<file path="src/rtl/pipe_hazard_if.sv">
// Bundle between the ID stage and the hazard/forwarding unit.
// master = core side (drives ID info and stage results), slave = hazard unit.
interface pipe_hazard_if #(
  parameter int AW    = 5,
  parameter int DW    = 32,
  parameter int CNT_W = 32
);
  logic             id_valid;
  logic [AW-1:0]    id_rs1, id_rs2;
  logic             id_rs1_used, id_rs2_used;
  logic [AW-1:0]    id_rd;
  logic             id_rf_we;
  logic             id_is_load;
  logic             ex_redirect;
  logic             mem_busy;
  logic [DW-1:0]    ex_res, mem_res, wb_res;
  logic [DW-1:0]    rf_rD1, rf_rD2;
  logic [DW-1:0]    fwd_rD1, fwd_rD2;
  logic [1:0]       fwd_sel1, fwd_sel2;
  logic             stall_if, stall_id, flush_id, bubble_ex, freeze;
  logic [CNT_W-1:0] stall_cnt, flush_cnt;

  modport slave (
    input  id_valid, id_rs1, id_rs2, id_rs1_used, id_rs2_used, id_rd,
           id_rf_we, id_is_load, ex_redirect, mem_busy,
           ex_res, mem_res, wb_res, rf_rD1, rf_rD2,
    output fwd_rD1, fwd_rD2, fwd_sel1, fwd_sel2,
           stall_if, stall_id, flush_id, bubble_ex, freeze,
           stall_cnt, flush_cnt
  );

  modport master (
    output id_valid, id_rs1, id_rs2, id_rs1_used, id_rs2_used, id_rd,
           id_rf_we, id_is_load, ex_redirect, mem_busy,
           ex_res, mem_res, wb_res, rf_rD1, rf_rD2,
    input  fwd_rD1, fwd_rD2, fwd_sel1, fwd_sel2,
           stall_if, stall_id, flush_id, bubble_ex, freeze,
           stall_cnt, flush_cnt
  );
endinterface

</file>
<file path="src/rtl/pipe_hazard_unit.sv">
// Hazard detection and operand forwarding for the 5-stage core.
// Tracks destination registers of EX/MEM/WB in a private scoreboard and
// derives bypass selects, load-use stalls, redirect flushes and bus freezes.
module pipe_hazard_unit #(
  parameter int AW         = 5,
  parameter int DW         = 32,
  parameter int LOAD_IN_WB = 0,
  parameter int WB_BYPASS  = 1,
  parameter int CNT_W      = 32
) (
  input  logic        cpu_clk,
  input  logic        cpu_rst,
  pipe_hazard_if.slave hz
);

  typedef struct packed {
    logic          v;
    logic [AW-1:0] rd;
    logic          we;
    logic          ld;
  } slot_t;

  typedef struct packed {
    logic [1:0] sel;
    logic       haz;
  } opnd_t;

  localparam logic [CNT_W-1:0] CNT_ONE = 1;

  slot_t            r_ex, r_mem, r_wb;
  logic [CNT_W-1:0] r_stall_cnt, r_flush_cnt;

  opnd_t w_op1, w_op2;
  logic  w_load_use, w_stall_applied;
  logic  w_stall_if, w_stall_id, w_flush_id, w_bubble_ex, w_freeze;

  // x0 is hardwired zero, so it never matches a producer
  function automatic logic hit(slot_t s, logic [AW-1:0] rs, logic used);
    return s.v && s.we && (s.rd == rs) && (rs != '0) && used;
  endfunction

  // Youngest matching producer wins; a load whose data is not out yet stalls
  function automatic opnd_t resolve(slot_t ex, slot_t mem, slot_t wb,
                                    logic [AW-1:0] rs, logic used);
    opnd_t r;
    r = '0;
    if (hit(ex, rs, used)) begin
      if (ex.ld) r.haz = 1'b1;
      else       r.sel = 2'd1;
    end else if (hit(mem, rs, used)) begin
      if (mem.ld && (LOAD_IN_WB != 0)) r.haz = 1'b1;
      else                             r.sel = 2'd2;
    end else if ((WB_BYPASS != 0) && hit(wb, rs, used)) begin
      r.sel = 2'd3;
    end
    return r;
  endfunction

  function automatic logic [DW-1:0] pick(logic [1:0] sel, logic [DW-1:0] rf,
                                         logic [DW-1:0] ex, logic [DW-1:0] mem,
                                         logic [DW-1:0] wb);
    case (sel)
      2'd1:    return ex;
      2'd2:    return mem;
      2'd3:    return wb;
      default: return rf;
    endcase
  endfunction

  // Per-operand producer lookup against the scoreboard
  always_comb begin
    w_op1 = resolve(r_ex, r_mem, r_wb, hz.id_rs1, hz.id_rs1_used);
    w_op2 = resolve(r_ex, r_mem, r_wb, hz.id_rs2, hz.id_rs2_used);
  end

  // Pipe control: freeze beats redirect, redirect beats load-use stall
  always_comb begin
    w_freeze    = hz.mem_busy;
    w_load_use  = w_op1.haz | w_op2.haz;
    w_stall_if  = 1'b0;
    w_stall_id  = 1'b0;
    w_flush_id  = 1'b0;
    w_bubble_ex = 1'b0;
    if (w_freeze) begin
      w_stall_if = 1'b1;
      w_stall_id = 1'b1;
    end else if (hz.ex_redirect) begin
      // ID instruction is wrong-path, so its hazard no longer matters
      w_flush_id  = 1'b1;
      w_bubble_ex = 1'b1;
    end else if (w_load_use) begin
      w_stall_if  = 1'b1;
      w_stall_id  = 1'b1;
      w_bubble_ex = 1'b1;
    end
    w_stall_applied = w_load_use & ~w_freeze & ~hz.ex_redirect;
  end

  // Scoreboard shift; a held bus freezes every slot including EX
  always_ff @(posedge cpu_clk or posedge cpu_rst) begin
    if (cpu_rst) begin
      r_ex  <= '0;
      r_mem <= '0;
      r_wb  <= '0;
    end else if (!w_freeze) begin
      r_wb     <= r_mem;
      r_mem    <= r_ex;
      r_ex.v   <= hz.id_valid & ~w_bubble_ex;
      r_ex.rd  <= hz.id_rd;
      r_ex.we  <= hz.id_rf_we;
      r_ex.ld  <= hz.id_is_load;
    end
  end

  // Saturating performance counters
  always_ff @(posedge cpu_clk or posedge cpu_rst) begin
    if (cpu_rst) begin
      r_stall_cnt <= '0;
      r_flush_cnt <= '0;
    end else begin
      if (w_stall_applied && (r_stall_cnt != '1)) r_stall_cnt <= r_stall_cnt + CNT_ONE;
      if (w_flush_id && (r_flush_cnt != '1))      r_flush_cnt <= r_flush_cnt + CNT_ONE;
    end
  end

  assign hz.fwd_sel1  = w_op1.sel;
  assign hz.fwd_sel2  = w_op2.sel;
  assign hz.fwd_rD1   = pick(w_op1.sel, hz.rf_rD1, hz.ex_res, hz.mem_res, hz.wb_res);
  assign hz.fwd_rD2   = pick(w_op2.sel, hz.rf_rD2, hz.ex_res, hz.mem_res, hz.wb_res);
  assign hz.stall_if  = w_stall_if;
  assign hz.stall_id  = w_stall_id;
  assign hz.flush_id  = w_flush_id;
  assign hz.bubble_ex = w_bubble_ex;
  assign hz.freeze    = w_freeze;
  assign hz.stall_cnt = r_stall_cnt;
  assign hz.flush_cnt = r_flush_cnt;

endmodule
</file>
<file path="src/flat_wrapper.sv">
// flat-port wrapper written by rule: the top's interface ports become plain ports
module pipe_hazard_unit_flat 
#(
  parameter int AW         = 5,
  parameter int DW         = 32,
  parameter int LOAD_IN_WB = 0,
  parameter int WB_BYPASS  = 1,
  parameter int CNT_W      = 32
)
  (cpu_clk, cpu_rst, hz_id_valid, hz_id_rs1, hz_id_rs2, hz_id_rs1_used, hz_id_rs2_used, hz_id_rd, hz_id_rf_we, hz_id_is_load, hz_ex_redirect, hz_mem_busy, hz_ex_res, hz_mem_res, hz_wb_res, hz_rf_rD1, hz_rf_rD2, hz_fwd_rD1, hz_fwd_rD2, hz_fwd_sel1, hz_fwd_sel2, hz_stall_if, hz_stall_id, hz_flush_id, hz_bubble_ex, hz_freeze, hz_stall_cnt, hz_flush_cnt);
  pipe_hazard_if #(.AW(AW), .DW(DW), .CNT_W(CNT_W)) hz_i ();
  input  logic cpu_clk;
  input  logic cpu_rst;
  input wire logic [$bits(hz_i.id_valid)-1:0] hz_id_valid;
  input wire logic [$bits(hz_i.id_rs1)-1:0] hz_id_rs1;
  input wire logic [$bits(hz_i.id_rs2)-1:0] hz_id_rs2;
  input wire logic [$bits(hz_i.id_rs1_used)-1:0] hz_id_rs1_used;
  input wire logic [$bits(hz_i.id_rs2_used)-1:0] hz_id_rs2_used;
  input wire logic [$bits(hz_i.id_rd)-1:0] hz_id_rd;
  input wire logic [$bits(hz_i.id_rf_we)-1:0] hz_id_rf_we;
  input wire logic [$bits(hz_i.id_is_load)-1:0] hz_id_is_load;
  input wire logic [$bits(hz_i.ex_redirect)-1:0] hz_ex_redirect;
  input wire logic [$bits(hz_i.mem_busy)-1:0] hz_mem_busy;
  input wire logic [$bits(hz_i.ex_res)-1:0] hz_ex_res;
  input wire logic [$bits(hz_i.mem_res)-1:0] hz_mem_res;
  input wire logic [$bits(hz_i.wb_res)-1:0] hz_wb_res;
  input wire logic [$bits(hz_i.rf_rD1)-1:0] hz_rf_rD1;
  input wire logic [$bits(hz_i.rf_rD2)-1:0] hz_rf_rD2;
  output wire logic [$bits(hz_i.fwd_rD1)-1:0] hz_fwd_rD1;
  output wire logic [$bits(hz_i.fwd_rD2)-1:0] hz_fwd_rD2;
  output wire logic [$bits(hz_i.fwd_sel1)-1:0] hz_fwd_sel1;
  output wire logic [$bits(hz_i.fwd_sel2)-1:0] hz_fwd_sel2;
  output wire logic [$bits(hz_i.stall_if)-1:0] hz_stall_if;
  output wire logic [$bits(hz_i.stall_id)-1:0] hz_stall_id;
  output wire logic [$bits(hz_i.flush_id)-1:0] hz_flush_id;
  output wire logic [$bits(hz_i.bubble_ex)-1:0] hz_bubble_ex;
  output wire logic [$bits(hz_i.freeze)-1:0] hz_freeze;
  output wire logic [$bits(hz_i.stall_cnt)-1:0] hz_stall_cnt;
  output wire logic [$bits(hz_i.flush_cnt)-1:0] hz_flush_cnt;
  assign hz_i.id_valid = hz_id_valid;
  assign hz_i.id_rs1 = hz_id_rs1;
  assign hz_i.id_rs2 = hz_id_rs2;
  assign hz_i.id_rs1_used = hz_id_rs1_used;
  assign hz_i.id_rs2_used = hz_id_rs2_used;
  assign hz_i.id_rd = hz_id_rd;
  assign hz_i.id_rf_we = hz_id_rf_we;
  assign hz_i.id_is_load = hz_id_is_load;
  assign hz_i.ex_redirect = hz_ex_redirect;
  assign hz_i.mem_busy = hz_mem_busy;
  assign hz_i.ex_res = hz_ex_res;
  assign hz_i.mem_res = hz_mem_res;
  assign hz_i.wb_res = hz_wb_res;
  assign hz_i.rf_rD1 = hz_rf_rD1;
  assign hz_i.rf_rD2 = hz_rf_rD2;
  assign hz_fwd_rD1 = hz_i.fwd_rD1;
  assign hz_fwd_rD2 = hz_i.fwd_rD2;
  assign hz_fwd_sel1 = hz_i.fwd_sel1;
  assign hz_fwd_sel2 = hz_i.fwd_sel2;
  assign hz_stall_if = hz_i.stall_if;
  assign hz_stall_id = hz_i.stall_id;
  assign hz_flush_id = hz_i.flush_id;
  assign hz_bubble_ex = hz_i.bubble_ex;
  assign hz_freeze = hz_i.freeze;
  assign hz_stall_cnt = hz_i.stall_cnt;
  assign hz_flush_cnt = hz_i.flush_cnt;
  pipe_hazard_unit #(.AW(AW), .DW(DW), .LOAD_IN_WB(LOAD_IN_WB), .WB_BYPASS(WB_BYPASS), .CNT_W(CNT_W)) u_core (.cpu_clk(cpu_clk), .cpu_rst(cpu_rst), .hz(hz_i));
endmodule
</file>
<file path="config.mk">
export PLATFORM = sky130hd
export DESIGN_NAME = pipe_hazard_unit_flat
export DESIGN_NICKNAME = d
export VERILOG_FILES = /design/src/rtl/pipe_hazard_if.sv /design/src/rtl/pipe_hazard_unit.sv /design/src/flat_wrapper.sv
export SDC_FILE = /design/constraint.sdc
export NUM_CORES = 1
export LEC_CHECK = 0
export BUFFER_PORTS_ARGS = -buffer_cell sky130_fd_sc_hd__buf_2
export CAP_MARGIN = 10
export CORE_MARGIN = 2
export CORE_UTILIZATION = 43
export CTS_BUF_LIST = sky130_fd_sc_hd__clkbuf_2 sky130_fd_sc_hd__clkbuf_4 sky130_fd_sc_hd__clkbuf_8
export CTS_CLUSTER_DIAMETER = 30
export DETAILED_ROUTE_END_ITERATION = 6
export PLACE_DENSITY = 0.87
export SLEW_MARGIN = 30
export SYNTH_ARGS = -nofsm -noshare
export SYNTH_HDL_FRONTEND = slang
export SYNTH_SLANG_ARGS = --single-unit
export TNS_END_PERCENT = 100
</file>
<file path="constraint.sdc">
create_clock -name cpu_clk -period 2.9 [get_ports cpu_clk]
set_input_delay 0.145 -clock cpu_clk [delete_from_list [all_inputs] [get_ports cpu_clk]]
set_output_delay 0.145 -clock cpu_clk [all_outputs]
set_load 0.01 [all_outputs]
</file>
==> results.json, run 1 <==
{
  "run_status": "completed",
  "drt_pass1_iterations": 6,
  "synth_seq_area_share_pct": 32.76,
  "dieArea_mm2": 0.01628,
  "vdd_drop_max_uv": 385.3,
  "gr-usage-all-layers_pct": 29.29,
  "num_io_pins": 321,
  "multi_input_area_mm2": 0.004155,
  "syn_area_mm2": 0.006570,
  "synth.ff_latch_count": 86,
  "row_count": 45,
  "startpoint_type": "flip-flop",
  "post_drt_wl_per_cell_um": 20.90,
  "syn_inst": 742,
  "grt_setup_unrepaired": "yes",
  "cts_tree": "yes",
  "layout_setup_ws_ns": 0.06481,
  "clk_root_buffer_cell": "sky130_fd_sc_hd__clkbuf_8",
  "initial_utilization_pct": 43.54,
  "fillCellCount": 1291,
  "yosysUniqueCellTypes": 59,
  "routed_via_density": 6.029,
  "period_needed_ns": 2.835,
  "final_max_slew_viol_count": 0,
  "async_reset_ff_share_pct": 100.0,
  "reg2reg_setup_slack_ns": 0.24,
  "pwr_per_cell_area_mw_per_mm2": 341.1,
  "routed-via-count": 7590,
  "ant_nets": 0,
  "syn-num-nets": 928,
  "timing.max_cap.violations": 0,
  "die-height_um": 127.6,
  "finish.net_count": 1241,
  "grt-ovfl-total": 0,
  "finalHoldViolations": 0,
  "area_growth_syn_to_fin_pct": 36.45,
  "grt_start_max_net_pins": 87,
  "synthesis.yosys.warnings": 0,
  "synthFlopType": "sky130_fd_sc_hd__dfrtp_1",
  "timing.setup.critical_path_class": "flip-flop to output port",
  "antenna_found_initial": 10,
  "drt-initial-drc-count": 710,
  "crit_slowest_cell": "sky130_fd_sc_hd__nor3_1",
  "worstMarginPinSlew_ns": 0.8810,
  "drt_drc_violations_left": 0,
  "cts-root-to-sink-buffers": 2,
  "path_cells": "xnor2_1 -> nand4_1 -> nor3_1 -> a32oi_4 -> buf_12 -> clkbuf_16 -> nand2_1 -> a32oi_1 -> buf_2",
  "syn_avg_cell_area_um2": 8.855,
  "clkSlewWorstSetupHoldPaths_ns": 0.09,
  "critical_path_peak_fanout": 16,
  "clock_latency_ns": 0.38,
  "tritoncts_buffers": 9,
  "fin_tns_setup_ns": 0,
  "critical-path-max-stage-delay_ns": 0.60,
  "synth-edff-count": 0,
  "cp.required_ns": 2.76,
  "numPortBuffers": 320,
  "seq_area_mm2": 0.002153,
  "placer_s_final_routability_congestion_estimate": 1.014,
  "h_tree_levels": 3,
  "relSlewSlack_pct": 40.76,
  "finalSetupViolCount": 0,
  "fmax_ghz": 0.3527,
  "min_period_over_period_pct": 97.77,
  "grt_pass1_wl_um": 37440,
  "hp-class": "input pin to flip-flop",
  "critical_path_arrival_ns": 2.69,
  "layout-drive-gt1-share_pct": 39.34,
  "die_extent_in_x_um": 127.6,
  "placement.setup.worst_slack_ns": 0.3116,
  "cts.sinks": 86,
  "dpl.hpwl_um": 19530,
  "critPathCaptureType": "output port",
  "skew_ns": 0.01235,
  "first_global_vias": 6801,
  "routed_wirelength_um": 26310,
  "total_leakage_power_nw": 4.592,
  "coreArea_mm2": 0.01509
}
routing by layer:
layer / vias up / part of all wire (%) / GRT usage [%]
met5: - / 0.061 / 0
met4: 2 / 4.8 / 14.22
met3: 96 / 9.5 / 6.198
met2: 510 / 47 / 48.98
met1: 3588 / 38 / 36.05
li1: 3394 / - / -
synth_stat cells, types with 3 or more instances:
| master | instances | share of area (%) |
|---|---|---|
| sky130_fd_sc_hd__dfrtp_1 | 86 | 33 |
| sky130_fd_sc_hd__xnor2_1 | 63 | 8.4 |
| sky130_fd_sc_hd__nand2_1 | 56 | 3.2 |
| sky130_fd_sc_hd__o21ai_0 | 47 | 3.6 |
| sky130_fd_sc_hd__inv_1 | 41 | 2.3 |
| sky130_fd_sc_hd__a21oi_1 | 32 | 2.4 |
| sky130_fd_sc_hd__a32oi_1 | 32 | 4.3 |
| sky130_fd_sc_hd__a22o_1 | 31 | 4.1 |
| sky130_fd_sc_hd__mux2i_1 | 31 | 4.7 |
| sky130_fd_sc_hd__nand4_1 | 31 | 3.0 |
| sky130_fd_sc_hd__o22a_1 | 31 | 4.1 |
| sky130_fd_sc_hd__clkbuf_1 | 30 | 1.7 |
| sky130_fd_sc_hd__nand3_1 | 26 | 2.0 |
| sky130_fd_sc_hd__xor2_1 | 26 | 3.5 |
| sky130_fd_sc_hd__mux2_2 | 24 | 4.1 |
| sky130_fd_sc_hd__nor2_1 | 19 | 1.1 |
| sky130_fd_sc_hd__o21ai_1 | 19 | 1.4 |
| sky130_fd_sc_hd__and3_1 | 14 | 1.3 |
| sky130_fd_sc_hd__buf_2 | 14 | 1.1 |
| sky130_fd_sc_hd__nor3_1 | 13 | 0.99 |
| sky130_fd_sc_hd__and4_1 | 12 | 1.6 |
| sky130_fd_sc_hd__or3_1 | 5 | 0.48 |
| sky130_fd_sc_hd__nor4_1 | 4 | 0.38 |
| sky130_fd_sc_hd__or4_1 | 4 | 0.46 |
| sky130_fd_sc_hd__and2_1 | 3 | 0.29 |
| sky130_fd_sc_hd__nand4bb_1 | 3 | 0.51 |
| sky130_fd_sc_hd__or2_1 | 3 | 0.29 |
final timing paths:
kind | from | to | cells after the start
max | u_core.r_wb[2] | hz_fwd_rD1[27] | 9
min | hz_id_rd[2] | u_core.r_ex[4] | 2
max reg2reg | u_core.r_ex[3] | u_core.hz.stall_cnt[12] | 7
min reg2reg | u_core.hz.stall_cnt[7] | u_core.hz.stall_cnt[7] | 1
max in group asynchronous | cpu_rst | u_core.r_ex[5] | 4
min in group asynchronous | cpu_rst | u_core.hz.stall_cnt[1] | 4
worst max-delay path, delay by kind of cell (launching register included):
family	cells	cell delay [ns]
XOR/XNOR	1	0.24
buffers and inverters	3	0.51
AO/OA/AOI/OAI	2	0.31
AND/OR/NAND/NOR	3	0.83
flip-flops	1	0.42
layout make-up:
type                            count  share of cell area (%)
Multi-Input combinational cell    564                   46.35
Clock buffer                        9                   1.382
Timing Repair Buffer              353                   22.61
Sequential cell                    86                   24.02
Antenna cell                       11                  0.3070
Clock inverter                      7                  0.9770
Tap cell                          188                   2.624
Inverter                           41                   1.731
registers in the layout, summed over array words and instances (netlist names):
signal,flops
u_core.hz.stall_cnt,32
u_core.r_mem,7
u_core.r_ex,8
u_core.hz.flush_cnt,32
u_core.r_wb,7
through the flow:
step                hold slack (ns)  std cells  cell area [um2]  utilization, %  power (mW)
floorplan                    0.2810        742             6570               -       1.767
global placement             0.2739       1217             8403           55.69       2.117
detailed placement           0.2798       1217             8403           55.69       2.137
CTS                        0.004153       1238             8670           57.45       3.037
global route               0.009106       1257             8960           59.38       3.190
finish                     0.003389       1259             8965           59.41       3.058
power breakdown:
group	switching [mW]	internal (mW)	leakage (nW)
clock	0.480	0.419	0.108
sequential	0.115	1.28	1.13
combinational	0.404	0.359	3.35
cell usage in the layout (no fill, tap or decap), types with 3 or more instances in the layout:
master	instances
sky130_fd_sc_hd__buf_2	320
sky130_fd_sc_hd__dfrtp_1	85
sky130_fd_sc_hd__xnor2_1	62
sky130_fd_sc_hd__nand2_1	56
sky130_fd_sc_hd__o21ai_0	47
sky130_fd_sc_hd__inv_1	40
sky130_fd_sc_hd__nand4_1	31
sky130_fd_sc_hd__a21oi_1	31
sky130_fd_sc_hd__mux2i_1	31
sky130_fd_sc_hd__a22o_1	31
sky130_fd_sc_hd__o22a_1	31
sky130_fd_sc_hd__a32oi_1	30
sky130_fd_sc_hd__xor2_1	26
sky130_fd_sc_hd__nand3_1	26
sky130_fd_sc_hd__mux2_2	24
sky130_fd_sc_hd__o21ai_1	19
sky130_fd_sc_hd__nor2_1	17
sky130_fd_sc_hd__and3_1	14
sky130_fd_sc_hd__buf_4	13
sky130_fd_sc_hd__nor3_1	12
sky130_fd_sc_hd__and4_1	12
sky130_fd_sc_hd__diode_2	11
sky130_fd_sc_hd__clkbuf_8	9
sky130_fd_sc_hd__buf_6	6
sky130_fd_sc_hd__buf_12	5
sky130_fd_sc_hd__or3_1	4
sky130_fd_sc_hd__clkbuf_16	4
sky130_fd_sc_hd__nor4_2	3
sky130_fd_sc_hd__or2_1	3
sky130_fd_sc_hd__and2_1	3
sky130_fd_sc_hd__or4_1	3
sky130_fd_sc_hd__dlygate4sd3_1	3
repair_timing:
item	in CTS	in global routing
setup buffers	2	5
gates cloned	0	5
resized for setup	3	20
hold buffers	3	0
pin swaps	1	7
endpoints found under the hold margin	88	0
setup endpoints to repair	13	44
cell families after synthesis:
kind of cell	synth area share (%)
AO/OA/AOI/OAI	22.32
XOR/XNOR	11.86
adder cells (fa/ha/maj)	0.3808
buffers and inverters	5.885
flip-flops	32.76
multiplexers	9.008
AND/OR/NAND/NOR	17.79
(Power assumes the default switching activity.)
==> run 2: changes to the inputs <==
PLACE_DENSITY = 0.9   (was 0.87)
SLEW_MARGIN = 0   (was 30)
clock period = 2.4 ns   (was 2.9 ns; I/O delays follow)
==> run 2 against run 1 <==
Against the previous run: the flow now finishes with violations (setup timing); design area grew 25%; sequential share of layout area down 4.8 points; hold slack improved by 0.024 ns; setup slack worse by 0.59 ns; largest cell class unchanged; total power grew 44%; first-iteration DRC count increased by 43%; die area unchanged; critical endpoint is now hz_fwd_rD1[11]; clock skew hardly changed; sequential cell count unchanged; wire length up 35%.
==> results.json, run 2 (synthesized netlist as in run 1, its figures left out) <==
{
  "drt_pass1_iterations": 6,
  "startpoint_type": "flip-flop",
  "grt_pass1_wl_um": 47040,
  "grt_start_max_net_pins": 45,
  "routed_via_density": 6.488,
  "layout_setup_ws_ns": -0.5291,
  "vdd_drop_max_uv": 492.0,
  "fillCellCount": 915,
  "failed_checks": "setup timing",
  "multi_input_area_mm2": 0.004835,
  "antenna_found_initial": 12,
  "area_growth_syn_to_fin_pct": 70.33,
  "final_max_slew_viol_count": 0,
  "clkSlewWorstSetupHoldPaths_ns": 0.08,
  "row_count": 45,
  "skew_ns": 0.01199,
  "cts_tree": "yes",
  "drt-initial-drc-count": 1016,
  "timing.max_cap.violations": 0,
  "coreArea_mm2": 0.01509,
  "gr-usage-all-layers_pct": 37.38,
  "critPathCaptureType": "output port",
  "clock_latency_ns": 0.38,
  "routed-via-count": 9019,
  "placer_s_final_routability_congestion_estimate": 0.9786,
  "routed_wirelength_um": 35500,
  "timing.setup.critical_path_class": "flip-flop to output port",
  "first_global_vias": 8285,
  "grt_setup_unrepaired": "yes",
  "cts-root-to-sink-buffers": 2,
  "min_period_over_period_pct": 122.0,
  "hp-class": "input pin to flip-flop",
  "critical_path_peak_fanout": 7,
  "grt-ovfl-total": 0,
  "initial_utilization_pct": 43.54,
  "finalSetupViolCount": 99,
  "reg2reg_setup_slack_ns": -0.40,
  "power_mw": 4.396,
  "drt_drc_violations_left": 0,
  "crit-reg2reg-launch": "u_core.r_ex[4]",
  "post_drt_wl_per_cell_um": 25.54,
  "worstMarginPinSlew_ns": 0.7700,
  "numPortBuffers": 320,
  "run_status": "complete, but fails checks",
  "period_needed_ns": 2.929,
  "cp.required_ns": 2.28,
  "layout-drive-gt1-share_pct": 53.36,
  "fin_util_pct": 74.16,
  "worst_r2r_dst": "u_core.hz.stall_cnt[17]",
  "tritoncts_buffers": 9,
  "cts.sinks": 86,
  "die_extent_in_x_um": 127.6,
  "finalHoldViolations": 0,
  "critical_path_arrival_ns": 2.81,
  "layout_common_cells": "sky130_fd_sc_hd__buf_2 (310), sky130_fd_sc_hd__dfrtp_1 (85), sky130_fd_sc_hd__buf_4 (82), sky130_fd_sc_hd__buf_6 (47), sky130_fd_sc_hd__o21ai_0 (46)",
  "finish.net_count": 1371,
  "r2r.worst_path.cells": 12,
  "num_io_pins": 321,
  "pwr_per_cell_area_mw_per_mm2": 392.8,
  "dpl.hpwl_um": 20850,
  "ant_nets": 0,
  "clk_root_buffer_cell": "sky130_fd_sc_hd__clkbuf_8",
  "timing.hold.worst_endpoint": "u_core.r_ex[0]",
  "worstHoldPathCells": 2,
  "total_leakage_power_nw": 5.637,
  "h_tree_levels": 3,
  "final_common_cell": "sky130_fd_sc_hd__buf_2",
  "die-height_um": 127.6,
  "hold_path_origin": "hz_id_is_load",
  "dieArea_mm2": 0.01628,
  "seq_area_mm2": 0.002153,
  "fmax_ghz": 0.3414,
  "relSlewSlack_pct": 48.60
}
## run 2: how the worst max path moves through the flow
stage	start	endpoint	depth (start not counted)
global route	u_core.r_mem[4]	hz_fwd_rD2[27]	10
floorplan	cpu_rst	u_core.hz.flush_cnt[0]	1
finish	u_core.r_ex[4]	hz_fwd_rD1[11]	11
global placement	u_core.r_wb[3]	hz_fwd_rD2[22]	8
CTS	u_core.r_mem[4]	hz_fwd_rD1[20]	12
detailed placement	u_core.r_wb[3]	hz_fwd_rD2[16]	8
## run 2: cell type report
type,instances,area share [%]
Antenna cell,12,0.2683
Tap cell,188,2.102
Sequential cell,86,19.24
Clock inverter,6,1.029
Timing Repair Buffer,482,31.54
Inverter,41,1.386
Multi-Input combinational cell,565,43.20
Clock buffer,10,1.230
## run 2: power breakdown
group / total, mW / internal [mW] / switching, mW
registers: 1.68 / 1.55 / 0.127
clock network: 1.31 / 0.730 / 0.585
logic: 1.41 / 0.675 / 0.731
total: 4.40 / 2.95 / 1.44
## run 2: timing repair
item	4_1_cts	5_1_grt
buffers inserted	42	21
hold buffers	7	0
gates resized for setup	107	119
endpoints found under the setup margin	104	112
endpoints found under the hold margin	48	0
pin swaps	69	80
cloned	10	4
## run 2: worst max-delay path, stage by stage, from the launching register on
cell and delay, ns:
sky130_fd_sc_hd__dfrtp_1 0.40, sky130_fd_sc_hd__buf_4 0.17, sky130_fd_sc_hd__xnor2_4 0.15, sky130_fd_sc_hd__nand4_1 0.23, sky130_fd_sc_hd__buf_4 0.21, sky130_fd_sc_hd__or2_4 0.24
sky130_fd_sc_hd__a32oi_4 0.26, sky130_fd_sc_hd__buf_12 0.19, sky130_fd_sc_hd__buf_8 0.14, sky130_fd_sc_hd__nand2_4 0.05, sky130_fd_sc_hd__a32oi_2 0.23, sky130_fd_sc_hd__buf_2 0.17
## run 2: metrics by stage
stage / worst slack [ns] / cells / setup TNS, ns / hold WS (ns) / area [um2]
2_1_floorplan: 0.05815 / 742 / 0 / 0.2560 / 6570
3_3_place_gp: -0.5140 / 1282 / -16.22 / 0.2574 / 8941
3_5_place_dp: -0.5331 / 1282 / -19.09 / 0.2602 / 8941
4_1_cts: -0.4002 / 1357 / -24.84 / 0.002476 / 10340
5_1_grt: -0.5917 / 1387 / -43.81 / 0.01286 / 11180
6_report: -0.5291 / 1390 / -36.51 / 0.02724 / 11190
## run 2: per-layer routing
metal / routed length, um / GRT usage, % / vias to the layer above / part of all wire [%]
met3: 3654 / 10.76 / 248 / 10
met2: 16670 / 60.77 / 799 / 47
li1: - / - / 3661 / -
met1: 12470 / 44.34 / 4309 / 35
met5: 14 / 0 / - / 0.039
met4: 2690 / 21.33 / 2 / 7.6
==> run 3: changes to the inputs <==
CORE_MARGIN = 3   (was 2)
CORE_UTILIZATION = 30   (was 43)
CTS_BUF_LIST = not set   (was sky130_fd_sc_hd__clkbuf_2 sky130_fd_sc_hd__clkbuf_4 sky130_fd_sc_hd__clkbuf_8)
PLACE_DENSITY = 0.7   (was 0.9)
==> run 3 against run 2 <==
Against the previous run: the run still ends with setup timing left; clock power is 17% higher; design area decreased by 6.3%; non-clock buffer count shrank 57; setup slack improved by 0.26 ns; final cell count is 1.4% higher; largest cell class unchanged.
==> results.json, run 3 (synthesized netlist as in run 1, its figures left out) <==
{
  "run_status": "complete, but fails checks",
  "failed_checks": "setup timing",
  "coreArea_mm2": 0.02129,
  "drt-initial-drc-count": 770,
  "worstHoldPathCells": 2,
  "fin_util_pct": 49.26,
  "worst_r2r_dst": "u_core.hz.stall_cnt[14]",
  "grt-ovfl-total": 0,
  "first_global_vias": 7553,
  "pwr-share-seq_pct": 38.8,
  "placement.setup.worst_slack_ns": -0.08592,
  "cts_tree": "yes",
  "fmax_ghz": 0.3744,
  "drt_pass1_iterations": 5,
  "num_io_pins": 321,
  "finalHoldViolations": 0,
  "dpl.hpwl_um": 19420,
  "total_leakage_power_nw": 5.322,
  "placed_cells_incl_taps": 1342,
  "timing.setup.critical_path_class": "flip-flop to output port",
  "cts-root-to-sink-buffers": 2,
  "r2r.worst_path.cells": 9,
  "routed-via-count": 7950,
  "finish.net_count": 1313,
  "h_tree_levels": 3,
  "clockPowerShare_pct": 35.7,
  "grt_pass1_wl_um": 42010,
  "initial_utilization_pct": 30.86,
  "switching_power_mw": 1.264,
  "vdd_drop_max_uv": 506.1,
  "layout_common_cells": "sky130_fd_sc_hd__buf_2 (313), sky130_fd_sc_hd__dfrtp_1 (84), sky130_fd_sc_hd__nand2_1 (54), sky130_fd_sc_hd__xnor2_1 (54), sky130_fd_sc_hd__buf_4 (53)",
  "fillCellCount": 1959,
  "grt_setup_unrepaired": "yes",
  "gr-usage-all-layers_pct": 21.99,
  "post_layout_nonfiller_instances": 1410,
  "routed_wirelength_um": 29730,
  "critPathCaptureType": "output port",
  "ant_nets": 0,
  "numPortBuffers": 320,
  "die_extent_in_x_um": 154.0,
  "antenna_found_initial": 5,
  "pwr_per_cell_area_mw_per_mm2": 408.7,
  "power_frac_comb_pct": 25.5,
  "drt_drc_violations_left": 0,
  "die-height_um": 154.0,
  "power.share.switching_pct": 29.50,
  "startpoint_type": "flip-flop",
  "intPower_mw": 3.022,
  "final_common_cell": "sky130_fd_sc_hd__buf_2",
  "layout_setup_ws_ns": -0.2709,
  "hp-class": "input pin to flip-flop",
  "min_period_over_period_pct": 111.3,
  "reg2reg_setup_slack_ns": -0.01,
  "finalSetupViolCount": 65,
  "worstMarginPinSlew_ns": 0.7255,
  "routed_via_density": 5.638,
  "area_growth_syn_to_fin_pct": 59.61,
  "tritoncts_buffers": 9,
  "dieArea_mm2": 0.02371,
  "period_needed_ns": 2.671,
  "row_count": 53,
  "timing.max_cap.violations": 0,
  "relSlewSlack_pct": 51.58,
  "post_drt_wl_per_cell_um": 21.08,
  "placer_s_final_routability_congestion_estimate": 0.9897,
  "timing.hold.worst_endpoint": "u_core.r_ex[5]",
  "cp.required_ns": 2.28,
  "grt_start_max_net_pins": 47,
  "final_max_slew_viol_count": 0,
  "crit-reg2reg-launch": "u_core.r_ex[5]",
  "cts.sinks": 86,
  "critical_path_peak_fanout": 15,
  "hold_path_origin": "hz_id_rd[3]",
  "critical_path_arrival_ns": 2.55,
  "clock_latency_ns": 0.35,
  "clk_root_buffer_cell": "sky130_fd_sc_hd__clkbuf_16",
  "layout-drive-gt1-share_pct": 47.35,
  "clkSlewWorstSetupHoldPaths_ns": 0.06,
  "power_mw": 4.286,
  "skew_ns": 0.009823
}
[run 3: cell types whose count changed in the layout (fill, tap and decap cells not counted), moves of 10 or more]
cell                        previous run  this run
sky130_fd_sc_hd__buf_4                82        53
sky130_fd_sc_hd__buf_6                47        21
sky130_fd_sc_hd__clkbuf_16             4        17
sky130_fd_sc_hd__clkbuf_8             10         0
sky130_fd_sc_hd__nand2_1              28        54
sky130_fd_sc_hd__nand2_2              20         0
[run 3: repair_timing]
item | CTS | global route
hold endpoints to repair | 43 | 0
setup buffers | 19 | 8
setup endpoints to repair | 70 | 97
resized for setup | 52 | 65
pin swaps | 17 | 36
hold buffers | 4 | 0
cloned | 10 | 10
[run 3: power by group through the flow]
| stage | Sequential (mW) | Combinational [mW] | Clock [mW] |
|---|---|---|---|
| 2_1_floorplan | 1.70 | 0.433 | 0 |
| 3_3_place_gp | 1.68 | 0.953 | 0 |
| 3_5_place_dp | 1.69 | 0.972 | 0 |
| 4_1_cts | 1.66 | 1.06 | 1.56 |
| 5_1_grt | 1.68 | 1.19 | 1.62 |
| 6_report | 1.66 | 1.09 | 1.53 |
[run 3: worst max path at each step]
| stage | to | startpoint |
|---|---|---|
| 2_1_floorplan | u_core.hz.flush_cnt[0] | cpu_rst |
| 3_3_place_gp | hz_fwd_rD1[23] | hz_id_rs1[1] |
| 3_5_place_dp | hz_fwd_rD1[23] | hz_id_rs1[1] |
| 5_1_grt | hz_fwd_rD2[6] | u_core.r_mem[4] |
| 4_1_cts | hz_fwd_rD2[17] | u_core.r_wb[5] |
| 6_report | hz_fwd_rD2[16] | u_core.r_mem[4] |
[run 3: final cells by class]
type / count / area (um2) / share of cell area (%)
inverter: 41 / 155.1 / 1.480
clock inverter: 6 / 91.34 / 0.8710
multi-input combinational: 564 / 4461 / 42.54
sequential: 86 / 2155 / 20.55
tap: 275 / 344.1 / 3.281
antenna: 3 / 7.507 / 0.07159
timing repair buffer: 425 / 3044 / 29.03
clock buffer: 10 / 229.0 / 2.184
[run 3: worst max-delay path: stages, from the launching register on]
cell and delay, ns:
sky130_fd_sc_hd__dfrtp_1 0.42, sky130_fd_sc_hd__xnor2_1 0.18, sky130_fd_sc_hd__nand4_1 0.15, sky130_fd_sc_hd__or3_4 0.42, sky130_fd_sc_hd__nor4b_4 0.16, sky130_fd_sc_hd__buf_6 0.15
sky130_fd_sc_hd__clkbuf_16 0.18, sky130_fd_sc_hd__a22o_4 0.24, sky130_fd_sc_hd__o22a_1 0.16, sky130_fd_sc_hd__buf_2 0.14
[run 3: metal layers]
| metal | global-route usage [%] | part of all wire, % |
|---|---|---|
| met1 | 28.15 | 38 |
| met2 | 36.83 | 48 |
| met3 | 4.025 | 9.5 |
| met4 | 8.452 | 4.4 |
| met5 | 0 | 0 |
[run 3: per-stage QoR]
stage | area, um2 | hold WS, ns | TNS [ns]
floorplan | 6570 | 0.2560 | 0
global placement | 8885 | 0.2580 | -0.5014
detailed placement | 8885 | 0.2671 | -2.076
CTS | 9868 | 0.004922 | -10.97
global route | 10490 | 0.01909 | -21.18
finish | 10490 | 0.009359 | -12.57
